## src/rtl/cv32e40x_data_resp_tracker_pkg.sv

```systemverilog
// Shared types for the data-side response tracker: the OBI data request as seen
// on the bus and the per-transaction tag kept until its response returns.
package cv32e40x_data_resp_tracker_pkg;

  typedef struct packed {
    logic [31:0] addr;
    logic [1:0]  memtype;
    logic [2:0]  prot;
    logic        dbg;
    logic        we;
    logic [3:0]  be;
    logic [31:0] wdata;
    logic [5:0]  atop;
  } obi_data_req_t;

  typedef struct packed {
    logic [31:0] addr;
    logic        we;
    logic        bufferable;
  } data_resp_tag_t;

  function automatic data_resp_tag_t make_data_resp_tag(obi_data_req_t trans);
    data_resp_tag_t tag;
    tag.addr       = trans.addr;
    tag.we         = trans.we;
    tag.bufferable = trans.memtype[0];
    return tag;
  endfunction

endpackage

```

## src/rtl/cv32e40x_resp_tag_fifo.sv

```systemverilog
// Small in-order tag FIFO: one entry per outstanding bus transaction, head is
// the tag of the oldest transaction still awaiting its response.
module cv32e40x_resp_tag_fifo
  import cv32e40x_data_resp_tracker_pkg::*;
#(
  parameter int  DEPTH = 2,
  parameter type TAG_T = data_resp_tag_t
) (
  input  logic                       clk,
  input  logic                       rst_n,
  input  logic                       push_i,
  input  TAG_T                       push_tag_i,
  input  logic                       pop_i,
  output TAG_T                       head_o,
  output logic [$clog2(DEPTH+1)-1:0] count_o,
  output logic                       full_o,
  output logic                       empty_o
);

  localparam int PTR_W = (DEPTH > 1) ? $clog2(DEPTH) : 1;
  localparam int CNT_W = $clog2(DEPTH+1);

  logic [PTR_W-1:0] wptr_q, wptr_d;
  logic [PTR_W-1:0] rptr_q, rptr_d;
  logic [CNT_W-1:0] count_q, count_d;
  TAG_T             mem_q [DEPTH];
  logic             push_en;
  logic             pop_en;

  function automatic logic [PTR_W-1:0] next_ptr(logic [PTR_W-1:0] ptr);
    return (ptr == PTR_W'(DEPTH-1)) ? '0 : ptr + PTR_W'(1);
  endfunction

  assign full_o  = (count_q == CNT_W'(DEPTH));
  assign empty_o = (count_q == '0);

  // Full/empty gating lives here so a misbehaving neighbour cannot corrupt state.
  assign push_en = push_i && !full_o;
  assign pop_en  = pop_i  && !empty_o;

  always_comb begin
    wptr_d  = wptr_q;
    rptr_d  = rptr_q;
    count_d = count_q;
    if (push_en) wptr_d = next_ptr(wptr_q);
    if (pop_en)  rptr_d = next_ptr(rptr_q);
    case ({push_en, pop_en})
      2'b10:   count_d = count_q + CNT_W'(1);
      2'b01:   count_d = count_q - CNT_W'(1);
      default: count_d = count_q;
    endcase
  end

  always_ff @(posedge clk) begin
    if (!rst_n) begin
      wptr_q  <= '0;
      rptr_q  <= '0;
      count_q <= '0;
    end else begin
      wptr_q  <= wptr_d;
      rptr_q  <= rptr_d;
      count_q <= count_d;
    end
  end

  always_ff @(posedge clk) begin
    if (push_en) mem_q[wptr_q] <= push_tag_i;
  end

  assign head_o  = empty_o ? '0 : mem_q[rptr_q];
  assign count_o = count_q;

endmodule

```

## src/rtl/cv32e40x_data_resp_tracker.sv

```systemverilog
// Tracks outstanding data OBI transactions, tags in-order responses for the LSU
// and turns bus errors on bufferable writes into an imprecise-error pulse.
module cv32e40x_data_resp_tracker
  import cv32e40x_data_resp_tracker_pkg::*;
#(
  parameter int DEPTH = 2
) (
  input  logic                       clk,
  input  logic                       rst_n,
  input  logic                       req_valid_i,
  input  logic                       req_ready_i,
  input  obi_data_req_t              req_trans_i,
  input  logic                       resp_valid_i,
  input  logic                       resp_err_i,
  input  logic [31:0]                resp_rdata_i,
  output logic                       req_block_o,
  output logic                       resp_valid_o,
  output logic                       resp_err_o,
  output logic [31:0]                resp_rdata_o,
  output logic                       resp_we_o,
  output logic                       resp_bufferable_o,
  output logic                       err_bufferable_o,
  output logic [31:0]                err_addr_o,
  output logic [$clog2(DEPTH+1)-1:0] count_o,
  output logic                       idle_o
);

  data_resp_tag_t push_tag;
  data_resp_tag_t head;
  logic           full;
  logic           empty;
  logic           pop;
  logic           err_d, err_q;
  logic [31:0]    err_addr_d, err_addr_q;
  logic           unused_trans;

  assign push_tag = make_data_resp_tag(req_trans_i);

  cv32e40x_resp_tag_fifo #(
    .DEPTH (DEPTH),
    .TAG_T (data_resp_tag_t)
  ) u_tag_fifo (
    .clk        (clk),
    .rst_n      (rst_n),
    .push_i     (req_valid_i && req_ready_i),
    .push_tag_i (push_tag),
    .pop_i      (resp_valid_i),
    .head_o     (head),
    .count_o    (count_o),
    .full_o     (full),
    .empty_o    (empty)
  );

  // A response arriving with nothing outstanding has no owner and is dropped.
  assign pop               = resp_valid_i && !empty;
  assign resp_valid_o      = pop;
  assign resp_err_o        = resp_err_i;
  assign resp_rdata_o      = resp_rdata_i;
  assign resp_we_o         = head.we;
  assign resp_bufferable_o = head.bufferable;

  assign req_block_o = full;
  assign idle_o      = empty;

  always_comb begin
    err_d      = pop && resp_err_i && head.we && head.bufferable;
    err_addr_d = err_d ? head.addr : err_addr_q;
  end

  always_ff @(posedge clk) begin
    if (!rst_n) begin
      err_q      <= 1'b0;
      err_addr_q <= '0;
    end else begin
      err_q      <= err_d;
      err_addr_q <= err_addr_d;
    end
  end

  assign err_bufferable_o = err_q;
  assign err_addr_o       = err_addr_q;

  assign unused_trans = ^{req_trans_i.memtype[1], req_trans_i.prot, req_trans_i.dbg,
                          req_trans_i.be, req_trans_i.wdata, req_trans_i.atop};

endmodule

```

## config.mk

```make
export PLATFORM = sky130hd
export DESIGN_NAME = cv32e40x_data_resp_tracker
export DESIGN_NICKNAME = d
export VERILOG_FILES = /design/src/rtl/cv32e40x_data_resp_tracker_pkg.sv /design/src/rtl/cv32e40x_resp_tag_fifo.sv /design/src/rtl/cv32e40x_data_resp_tracker.sv
export SDC_FILE = /design/constraint.sdc
export NUM_CORES = 1
export LEC_CHECK = 0
export ABC_AREA = 1
export BUFFER_PORTS_ARGS = -buffer_cell sky130_fd_sc_hd__buf_2
export CAP_MARGIN = 20
export CORE_MARGIN = 5
export CORE_UTILIZATION = 40
export DETAILED_ROUTE_END_ITERATION = 8
export PLACE_DENSITY = 0.69
export SYNTH_ARGS = -nofsm -noshare
export SYNTH_HDL_FRONTEND = slang
export SYNTH_SLANG_ARGS = --single-unit
export TNS_END_PERCENT = 20
```

## constraint.sdc

```tcl
create_clock -name clk -period 3.6 [get_ports clk]
set_clock_uncertainty 0.1 [all_clocks]
set_input_delay 0.18 -clock clk [delete_from_list [all_inputs] [get_ports clk]]
set_output_delay 0.18 -clock clk [all_outputs]
set_load 0.1 [all_outputs]
```

=== Yosys cells after proc, flatten, opt, wreduce, memory -nomap -nowiden ===
Memory sizes are Yosys's and may differ from the RTL's. A register that Yosys moved wholly into a read port is not among the register bits.
Cells that the tools add are included.

* Bits in read-only memories: 0
* Input port bits: 119
* Memory bits (writable): 68
* Word-level logic and storage cells: 31
* Latch bits: 0
* Memories kept: 1
* Register bits: 37

* Magnitude comparators: 0
* Bitwise gates (word level): 0
* Shifts and indexed selects: 0
* Eq/ne operators: 3
* Multiply operators: 0
* Mux-type cells: 8
* Div/mod/pow operators: 0
* $add $sub $neg: 4
* Reduce and logical (&&, ||, !) cells: 10

{| class="wikitable"
|+ Memories
! name !! words !! bits a word !! rd ports !! clocked after memory_dff !! write ports !! RTL line !! source
|-
| u_tag_fifo.mem_q || 2 || 34 || 1 || 1 || 1 || cv32e40x_resp_tag_fifo.sv:26 || <nowiki>TAG_T mem_q [DEPTH];</nowiki>
|}

{| class="wikitable"
|+ Operators with widths
! operator !! count
|-
| $mux 34 || 1
|-
| $logic_and 1x1->1 || 6
|-
| $mux 1 || 6
|-
| $eq 2x2->1 const B || 2
|-
| $pmux 2 s2 || 1
|-
| $add 1x1->1 const B || 2
|-
| $add 2x1->2 const B || 1
|-
| $eq 2x1->1 const B || 1
|-
| $logic_not 1->1 || 2
|-
| $logic_not 2->1 || 1
|-
| $reduce_bool 2->1 || 1
|-
| $sub 2x1->2 const B || 1
|}

=== Depth between registers and ports, before layout ===
* Depth in word-level cells: 6
* Depth in mapped cells: 10
* Gate-level depth less buffers: 9

=== Hierarchy ===
Synthesis repeated with hierarchy kept, for this count alone.

* Cells, all modules: 471
* Area, all modules: 4,501.8 µm²

{| class="wikitable"
|+ By module, submodules not included
! module !! seq. area each (µm²) !! area each (µm²) !! cells an instance !! times used
|-
| cv32e40x_resp_tag_fifo || 2,142.1 || 2,785.2 || 220 || 1
|-
| cv32e40x_data_resp_tracker || 660.6 || 1,716.6 || 251 || 1
|}

=== Worst setup path before layout ===
Ideal clock, no wire load.

* Kind: register to register
* Start point: register u_tag_fifo.count_q[0] (netlist: u_tag_fifo.count_o[0])
* End point: memory u_tag_fifo.mem_q[1][0] in the netlist's numbering (enable)
* Required time: 3.073 ns
* Buffers on the path: 0
* Arrival time: 3.670 ns
* Period minus slack after synthesis: 4.197 ns
* Slack: -0.597 ns
* Cell stages (with the launch flop): 5
* Cell sequence: dfxtp_1 nor2_1 nor2_1 nand2_1 nor2_1

* Longest elaborated chain between the ends: 5

{| class="wikitable"
|+ Ends and longest elaborated chain
! item !! RTL line !! source
|-
| from (decl) || cv32e40x_resp_tag_fifo.sv:25 || <nowiki>logic [CNT_W-1:0] count_q, count_d;</nowiki>
|-
| from (signal assigned) || cv32e40x_resp_tag_fifo.sv:62 || <nowiki>count_q <= count_d;</nowiki>
|-
| $eq 2x2->1 || cv32e40x_resp_tag_fifo.sv:34 || <nowiki>assign full_o = (count_q == CNT_W'(DEPTH));</nowiki>
|-
| net req_block_o || cv32e40x_data_resp_tracker.sv:16 || <nowiki>output logic req_block_o,</nowiki>
|-
| $logic_not 1->1 || cv32e40x_resp_tag_fifo.sv:38 || <nowiki>assign push_en = push_i && !full_o;</nowiki>
|-
| $logic_and 1x1->1 || cv32e40x_resp_tag_fifo.sv:38 ||
|-
| $mux 1 || cv32e40x_resp_tag_fifo.sv:67 || <nowiki>if (push_en) mem_q[wptr_q] <= push_tag_i;</nowiki>
|-
| $mux 1 (not written as such) || cv32e40x_resp_tag_fifo.sv:67 ||
|-
| to (decl) || cv32e40x_resp_tag_fifo.sv:26 ||
|}

The timed path passes the listed nets, and every way through them passes these cells.

==> results by group <==
GRT
  – First-pass GRT wire length: about 15 mm
  – Vias in the first global route: approximately 2,900
  – Largest net degree at the start of global routing: 37
  – Initial antenna violation count: 0
  – GRT Overall Usage: between 10 and 15%
  – Grt ovf: 0

Critical path
  – Buf/Inv on CP: 1
  – Critical path type: reg2reg
  – Delay-heaviest family, CP: simple AND/OR/NAND/NOR gates
  – Most Frequent Cell on Critical Path: nand2_1
  – Worst EP required: between 3 and 4 ns
  – CP endpoint kind: flip-flop
  – Crit-path max FO: 34
  – Startpoint Class: flip-flop
  – Critical Path AT: roughly 2.7 ns
  – Levels on crit path: 8
  – CP cell instances: inv_6 > nand2_1 > nand2_1 > nand2_1 > nor2_4 > nand3_1 > nand2_1 > nor2_1
  – Slowest stage delay, CP: 0.67 ns
  – Path depth of the worst reg2reg path: 8
  – Worst path slowest cell: nor2_4

Power
  – Leakage power: 2.03 nW
  – Total power: ~2.6 mW
  – Max VDD drop: between 0.2 and 0.3 mV
  – Power Dens Cells: 503 nW/um^2

Clock network
  – Longest Clk Path Bufs: 2
  – Worst skew pair latency: 0.35 ns
  – CTS tree: yes
  – Post-CTS Resized: 0
  – Clk slew on worst S/H paths: about 0.10 ns
  – CTS H-tree depth: 3
  – Clock Tree Root: clkbuf_8
  – Total CTS buffers: 9
  – TritonCTS Sinks: approximately 110

Route
  – Wire per inst: about 15 um
  – Vias per cell: roughly 4.7
  – Remaining DRCs: 0
  – Router iterations before antenna repair: 6
  – Vias after detailed routing: around 2,900
  – Starting DRT DRC Count: about 120
  – Routed WL: 9.55 mm
  – Post-route ant nets: 0

Floorplan
  – Die Area: between 10,000 and 15,000 um^2
  – Die Ht: 114 um
  – Site row count: 38
  – Core footprint: between 10,000 and 15,000 um^2
  – IO Pins: roughly 190
  – Starting density of the core: between 40 and 50%
  – Die Span X: 114 um

Cells and area
  – Final Cell Area: between 5000 and 6000 um^2
  – Area Overhead vs Synth: 18.6%
  – Share of layout cells above drive strength 1: a little under a quarter
  – Final-stage net count: ~600
  – Diode count: 0
  – End-of-flow core utilization: a little under half

Timing
  – RSZ-0062 raised after global routing: false
  – Fin crit period: between 2 and 3 ns
  – Hold Vio Cnt, Final: 0
  – Tightest Pin Transition: between 1 and 1.5 ns
  – Final worst slack: 1.06 ns
  – Rel. slew slack: between 20% and 30%
  – Fmax: just under 0.4 GHz
  – TNS Setup: 0 ns
  – Endpoints failing setup: 0
  – Slew Limit Fails: 0
  – Fin crit share: between 70% and 80%

Synthesis
  – Post-synth net total: between 500 and 600
  – Post-Syn Area: about 4300 um^2
  – Flops & latches, synth: 106
  – Register area share after synthesis: between 60% and 70%
  – Post-synthesis average cell area: 10.7 um^2
  – Synth Warn #: 0
  – Unique masters post-synth: 25
  – Synth Instances: slightly above 400

Placed design
  – Post-place setup slack: slightly below 1 ns
  – Gpl congestion: between 0.7 and 0.8
  – Post-DP HPWL: 5.92 mm
  – DP Area: approximately 4600 um^2
  – I/O Buffers: 80

Hold path
  – Hold WC Path Type: in2reg
  – Hold depth: 3

Job
  – Max cap viols: 0

Run status
  – Status: complete, no violations
==> cell usage in the layout, fill, tap and decap left out <==
cell type | synthesis | routed
clkbuf_8 | 0 | 10
edfxtp_1 | 68 | 68
dfxtp_1 | 38 | 38
o21ai_0 | 11 | 11
dlygate4sd3_1 | 0 | 34
buf_4 | 33 | 3
nor3_1 | 2 | 2
nor2_4 | 3 | 5
nand2_4 | 1 | 1
nand3_1 | 32 | 32
bufinv_16 | 0 | 1
nand2_1 | 64 | 64
a21oi_1 | 5 | 5
nand3_2 | 1 | 1
ha_1 | 1 | 1
a21boi_0 | 24 | 24
inv_6 | 1 | 1
clkinv_4 | 0 | 3
nor2_2 | 0 | 1
nand3b_1 | 1 | 1
nand3_4 | 1 | 1
nor2_1 | 86 | 83
a21oi_4 | 0 | 1
inv_1 | 7 | 7
nand2_2 | 1 | 1
buf_2 | 7 | 80
buf_16 | 0 | 1
clkinv_2 | 0 | 2
inv_2 | 1 | 1
==> routing by layer <==
metal	wire length (um)	vias up	track usage [%]
li1	-	1452	-
met1	3820	1370	17.0
met2	4750	81	25.2
met3	581	38	1.69
met4	398	0	10.5
met5	0	-	0
==> registers in the layout (all words and copies together), names as in the netlist, named ones only <==
| register | flops |
|---|---|
| u_tag_fifo.mem_q | 68 |
| err_addr_o | 32 |
| u_tag_fifo.count_o | 2 |
| err_bufferable_o | 1 |
| u_tag_fifo.rptr_q | 1 |
| u_tag_fifo.wptr_q | 1 |
==> final cells by class <==
cell class,count,area (um^2)
fillers,1013,5610
flip-flops and latches,106,2800
multi-input cells,234,1130
repair buffers,118,791
well taps,140,175
clock buffers,10,138
clock inverters,6,66.3
inverters,9,38.8
==> worst min-delay path, delay by kind of cell <==
kind	cells	cell delay [ns]
and+or+nand+nor	2	0.15
buffers and inverters	1	0.12
==> Yosys cell counts <==
cell      number  area [um^2]
nand2_4        1         11.3
buf_2          7         35.0
a21oi_1        5         25.0
buf_4         33          248
nor2_1        86          323
buf_6          7         78.8
nor2_4         3         33.8
nand3_4        1         17.5
inv_6          1         8.76
nand3_1       32          160
nor3_1         2         10.0
inv_1          7         26.3
nand2_1       64          240
buf_1          3         11.3
o21ai_0       11         55.1
nand3_2        1         10.0
a21oi_2        1         8.76
a21boi_0      24          180
nand2_2        1         6.26
nand3b_1       1         7.51
dfxtp_1       38          761
edfxtp_1      68         2040
inv_2          1         3.75
clkbuf_1       4         15.0
ha_1           1         12.5
==> path summary, 6_finish.rpt <==
| path | startpoint | end | slack, ns |
|---|---|---|---|
| worst max register to register | flip-flop | err_addr_o[8]$_SDFFE_PN0P_ | 1.06 |
| worst max-delay path | flip-flop | err_addr_o[8]$_SDFFE_PN0P_ | 1.06 |
| worst min-delay path | resp_err_i | err_bufferable_o$_SDFF_PN0_ | 0.04 |
| worst min register to register | u_tag_fifo.rptr_q$_SDFFE_PN0P_ | flip-flop | 0.36 |
==> power breakdown <==
part | internal, mW | switching (mW)
clock network | 0.342 | 0.386
logic | 0.125 | 0.356
registers | 1.34 | 0.0307
total | 1.81 | 0.773
==> kinds of logic (layout without fill, tap and decap cells) <==
group	count (synthesis)	in the layout	synth area share, %
AND/OR/NAND/NOR	192	192	18.9
flip-flops	106	106	64.7
AO/OA/AOI/OAI	41	41	6.21
adder cells (fa/ha/maj)	1	1	0.289
buffers and inverters	63	143	9.85
==> per-stage QoR <==
step                      cells  hold slack [ns]
after floorplan             403            0.179
after global placement      571            0.261
after detailed placement    572            0.261
after CTS                   622           0.0197
after global routing        623           0.0380
final                       623           0.0406
==> repair_timing <==
| item | CTS | global route |
|---|---|---|
| setup buffers | 0 | 0 |
| hold buffers | 34 | 0 |
| endpoints found under the setup margin | 0 | 0 |
| endpoints found under the hold margin | 68 | 0 |
Note: power is estimated with default switching activity, not from simulation.
